**src/rtl/serial_add_pkg.sv**
```systemverilog
// Shared types for the bit-serial adder: FSM state encoding and counter sizing.
package serial_add_pkg;

  typedef enum logic [1:0] {IDLE, RUN, FLUSH, DONE} state_e;

  // Bit counter only needs to reach width-1; keep at least one bit.
  function automatic int cnt_width(input int width);
    return (width > 2) ? $clog2(width) : 1;
  endfunction

endpackage

```
**src/rtl/serial_fa_cell.sv**
```systemverilog
// Registered 1-bit full adder; carry feeds back and is preloaded via ld.
module serial_fa_cell (
  input  logic clk,
  input  logic reset_n,
  input  logic ld,
  input  logic ld_val,
  input  logic en,
  input  logic a,
  input  logic b,
  output logic sum,
  output logic carry
);

  always_ff @(posedge clk or negedge reset_n) begin
    if (!reset_n) begin
      sum   <= 1'b0;
      carry <= 1'b0;
    end else if (ld) begin
      carry <= ld_val;
    end else if (en) begin
      sum   <= a ^ b ^ carry;
      carry <= (a & b) | (a & carry) | (b & carry);
    end
  end

endmodule

```
**src/rtl/serial_add_ctrl.sv**
```systemverilog
// Bit-serial WIDTH-bit adder controller: valid/ready in, LSB-first through one FA cell, valid/ready out.
// Optional SERIAL_ADD_SUB_EN adds in_sub for A-B (b inverted, carry preloaded to 1).
module serial_add_ctrl
  import serial_add_pkg::*;
#(
  parameter int WIDTH = 8
) (
  input  logic             clk,
  input  logic             reset_n,
  input  logic             in_valid,
  output logic             in_ready,
  input  logic [WIDTH-1:0] in_a,
  input  logic [WIDTH-1:0] in_b,
  input  logic             in_cin,
`ifdef SERIAL_ADD_SUB_EN
  input  logic             in_sub,
`endif
  output logic             out_valid,
  input  logic             out_ready,
  output logic [WIDTH-1:0] out_sum,
  output logic             out_cout,
  output logic             busy
);

  localparam int CW = cnt_width(WIDTH);
  localparam logic [CW-1:0] CNT_LAST = CW'(WIDTH - 1);

  state_e           state, nxt;
  logic             accept, run_en, en_d, sub_sel;
  logic             cell_sum, cell_carry;
  logic [WIDTH-1:0] a_sh, b_sh, res_nxt;
  logic [WIDTH-2:0] res_sh;
  logic [CW-1:0]    cnt;

`ifdef SERIAL_ADD_SUB_EN
  assign sub_sel = in_sub;
`else
  assign sub_sel = 1'b0;
`endif

  always_ff @(posedge clk or negedge reset_n) begin
    if (!reset_n) state <= IDLE;
    else          state <= nxt;
  end

  always_comb begin
    nxt    = state;
    accept = 1'b0;
    run_en = 1'b0;
    case (state)
      IDLE: if (in_valid) begin
        accept = 1'b1;
        nxt    = RUN;
      end
      RUN: begin
        run_en = 1'b1;
        if (cnt == CNT_LAST) nxt = FLUSH;
      end
      FLUSH: nxt = DONE;
      DONE:  if (out_ready) nxt = IDLE;
      default: nxt = IDLE;
    endcase
  end

  serial_fa_cell u_cell (
    .clk     (clk),
    .reset_n (reset_n),
    .ld      (accept),
    .ld_val  (sub_sel ? 1'b1 : in_cin),
    .en      (run_en),
    .a       (a_sh[0]),
    .b       (b_sh[0]),
    .sum     (cell_sum),
    .carry   (cell_carry)
  );

  // Newest sum bit enters at the MSB; after WIDTH shifts bit 0 sits at the LSB.
  assign res_nxt = {cell_sum, res_sh};

  always_ff @(posedge clk or negedge reset_n) begin
    if (!reset_n) begin
      a_sh     <= '0;
      b_sh     <= '0;
      res_sh   <= '0;
      cnt      <= '0;
      en_d     <= 1'b0;
      out_sum  <= '0;
      out_cout <= 1'b0;
    end else begin
      en_d <= run_en;
      if (accept) begin
        a_sh <= in_a;
        b_sh <= sub_sel ? ~in_b : in_b;
        cnt  <= '0;
      end else if (run_en) begin
        a_sh <= a_sh >> 1;
        b_sh <= b_sh >> 1;
        if (cnt != CNT_LAST) cnt <= cnt + 1'b1;
      end
      if (en_d) res_sh <= res_nxt[WIDTH-1:1];
      if (state == FLUSH) begin
        out_sum  <= res_nxt;
        out_cout <= cell_carry;
      end
    end
  end

  assign in_ready  = (state == IDLE) && reset_n;
  assign out_valid = (state == DONE);
  assign busy      = (state == RUN) || (state == FLUSH);

endmodule

```
**config.mk**
```make
export PLATFORM = sky130hd
export DESIGN_NAME = serial_add_ctrl
export DESIGN_NICKNAME = d
export VERILOG_FILES = /design/src/rtl/serial_add_pkg.sv /design/src/rtl/serial_fa_cell.sv /design/src/rtl/serial_add_ctrl.sv
export SDC_FILE = /design/constraint.sdc
export NUM_CORES = 1
export LEC_CHECK = 0
export BUFFER_PORTS_ARGS = -buffer_cell sky130_fd_sc_hd__clkbuf_2
export CORE_MARGIN = 2
export CORE_UTILIZATION = 52
export CTS_CLUSTER_SIZE = 16
export DETAILED_ROUTE_END_ITERATION = 8
export PLACE_DENSITY = 0.74
export SLEW_MARGIN = 20
export SYNTH_ARGS = -nofsm -noshare
export SYNTH_HDL_FRONTEND = slang
export SYNTH_SLANG_ARGS = --single-unit
```
**constraint.sdc**
```tcl
create_clock -name clk -period 2.1 [get_ports clk]
set_input_delay 0.315 -clock clk [delete_from_list [all_inputs] [get_ports clk]]
set_output_delay 0.315 -clock clk [all_outputs]
set_load 0.01 [all_outputs]
```
==> out/metrics.yaml <==
synthesis:
  synth_top_area_share_pct: 53.6
  ys_ff_latch: 40
  synthCells: 144
  synthDistinctLibCells: 19
  syn_area_sq_um: 1870
  yosysSeqAreaShare_pct: 53.6
  yosys_warnings: 0
  avgSynthCellArea_sq_um: 13.0
  ys_top_cells_by_area: "dfrtp_1 (54%), mux2_2 (10%), mux2i_1 (8.6%), ha_1 (4.7%), o21ai_2 (4.7%)"
  synth_nets: 173
  yosysTopAreaCell: "dfrtp_1"
timing:
  finalSetupViolCount: 0
  period_needed_ns: 1.71
  fmaxAchievable_mhz: 584
  slew_headroom_pct: 67.0
  fin_crit_sh_pct: 81.6
  finalSetupTns_ns: 0
  rsz0062_at_grt: "no"
  fin_skew_ns: 0.00702
  final-hold-violation-count: 0
  setup_slack_ns: 0.386
  hold-worst-slack_ns: 0.0287
  tightest_slew_ns: 0.494
  finalMaxSlewViolations: 0
power:
  total_power_mw: 3.28
  power_leakage_nw: 0.974
  peakVddDrop_uv: 760
  power_density_nw_per_um2: 1560
global_route:
  grt_max_degree: 41
  antenna_found_initial: 0
  grt_pass1_wl_mm: 5.38
  grt_pass1_vias: 1176
  grt.overflow.total: 0
  grt_usage_pct: 17.3
placement:
  dp_hpwl_mm: 2.16
  io_buffer_count: 32
  placed_area_sq_um: 2030
  gp_congestion: 0.659
  dp_slack_ns: 0.513
route:
  routed_wl_mm: 2.98
  drtAntennaViolNets: 0
  drc: 0
  vias_per_cell: 5.00
  drtPass1Iterations: 2
  wl_per_cell_um: 13.2
  drtIter0Drc: 49
  vias: 1126
floorplanning:
  io-pin-count: 33
  die_w_um: 63.9
  core_area_sq_um: 3390
  rows: 21
  start_util_pct: 55.1
  dieArea_sq_um: 4090
  die_h_um: 63.9
clock_network:
  clock_sinks: 40
  clk_path_buf_depth: 2
  cts_hold_buffers: 0
  clock-root-buffer: "clkbuf_4"
  cts_setup_buffers: 0
  cts_resized: 0
  htree_levels: 2
  clkLatencyLatePin_ns: 0.35
  cts_buffers: 5
  path_clk_slew_ns: 0.11
  cts_tree: "yes"
finish:
  nets: 207
  stdcell_area_sq_um: 2110
  area_delta_synth_final_pct: 12.8
  drive_gt1_share_pct: 40.2
  diodes: 0
worst_setup_path:
  worst-endpoint-arrival_ns: 1.40
  crit_path_start_kind: "register"
  crit_type: "reg2out"
  worstSetupEndpointType: "output pin"
  cp_max_fo: 4
  cp.required_ns: 1.78
job:
  maxCapViolCount: 0
run_status:
  status: "finished clean"
hold_path:
  hp-class: "in2async"
final cells by class:
class	count	area [sq um]
fillers	284	1280
repair buffers	35	183
clock buffers	6	41.3
flip-flops and latches	40	1000
clock inverters	2	35.0
multi-input cells	92	773
well taps	46	57.6
inverters	4	15.0
sequential cells by signal, summed over array words and instances (netlist names):
register      cells
b_sh              8
out_sum           8
res_sh            7
a_sh              8
out_cout          1
en_d              1
state             2
u_cell.sum        1
u_cell.carry      1
cnt               3
metal layers:
layer | up-vias | global-route usage (%) | wire length, um
li1 | 557 | - | -
met4 | 0 | 8.97 | 69
met5 | - | 0 | 0
met1 | 536 | 20.1 | 1250
met3 | 9 | 4.58 | 130
met2 | 24 | 29.2 | 1530
cell usage after synthesis:
cell      number
nor2_1         2
buf_6          6
inv_1          4
nor2b_4        1
mux2i_1       16
dfrtp_1       40
xnor2_1        1
ha_1           7
nand2b_1       3
nand2_1       21
buf_2          2
fa_1           1
and2_1         2
mux2_4         1
a221oi_4       1
mux2_2        17
o21ai_0        7
o21ai_2       10
a21oi_1        2
report_power, final:
part	leakage (nW)	internal, mW	switching (mW)
clock	0.0422	0.250	0.239
combinational	0.452	0.740	0.660
sequential	0.480	1.15	0.241
total	0.974	2.14	1.14
logic make-up after synthesis:
logic type,count (synthesis),share of synthesized area [%]
AOI/OAI and AO/OA,20,8.51
buffers and inverters,12,4.96
adders and majority gates,8,5.76
xor gates and xnor gates,1,0.469
DFF,40,53.6
and+or+nand+nor,29,7.04
muxes,34,19.6
path summary, 6_finish.rpt:
kind                                   startpoint                        to  slack (ns)  depth (start not counted)
max in group asynchronous                 reset_n     res_sh[1]$_DFFE_PN0P_        1.73                          2
hold / removal                            reset_n     res_sh[2]$_DFFE_PN0P_        0.03                          2
min in group clk                          in_a[6]       a_sh[6]$_DFFE_PN0P_        0.16                          3
setup / recovery             state[1]$_DFFE_PN0P_                  in_ready        0.39                          4
setup reg to reg             state[1]$_DFFE_PN0P_  u_cell.carry$_DFFE_PN0P_        0.52                          5
hold reg to reg            out_sum[0]$_DFFE_PN0P_    out_sum[0]$_DFFE_PN0P_        0.51                          1
through the flow:
step,utilization [%],instances
2_1_floorplan,-,144
3_3_place_gp,59.9,217
3_5_place_dp,59.9,217
4_1_cts,62.1,225
5_1_grt,62.1,225
6_report,62.1,225
placed cells by master (no fill, tap or decap), types with 2 or more instances in the layout:
master,count
o21ai_2,10
clkbuf_4,5
a21oi_1,2
and2_1,2
mux2_2,17
buf_4,3
nand2b_1,3
clkbuf_2,32
o21ai_0,7
nor2_1,2
nand2_1,21
dfrtp_1,40
mux2i_1,16
inv_1,4
ha_1,7
worst max-delay path, stage by stage, from the launching register on:
cell and delay, ns:
dfrtp_1 0.43, inv_1 0.13, ha_1 0.23, and2_1 0.14
clkbuf_2 0.12
Power figures use the tool's default switching activity.
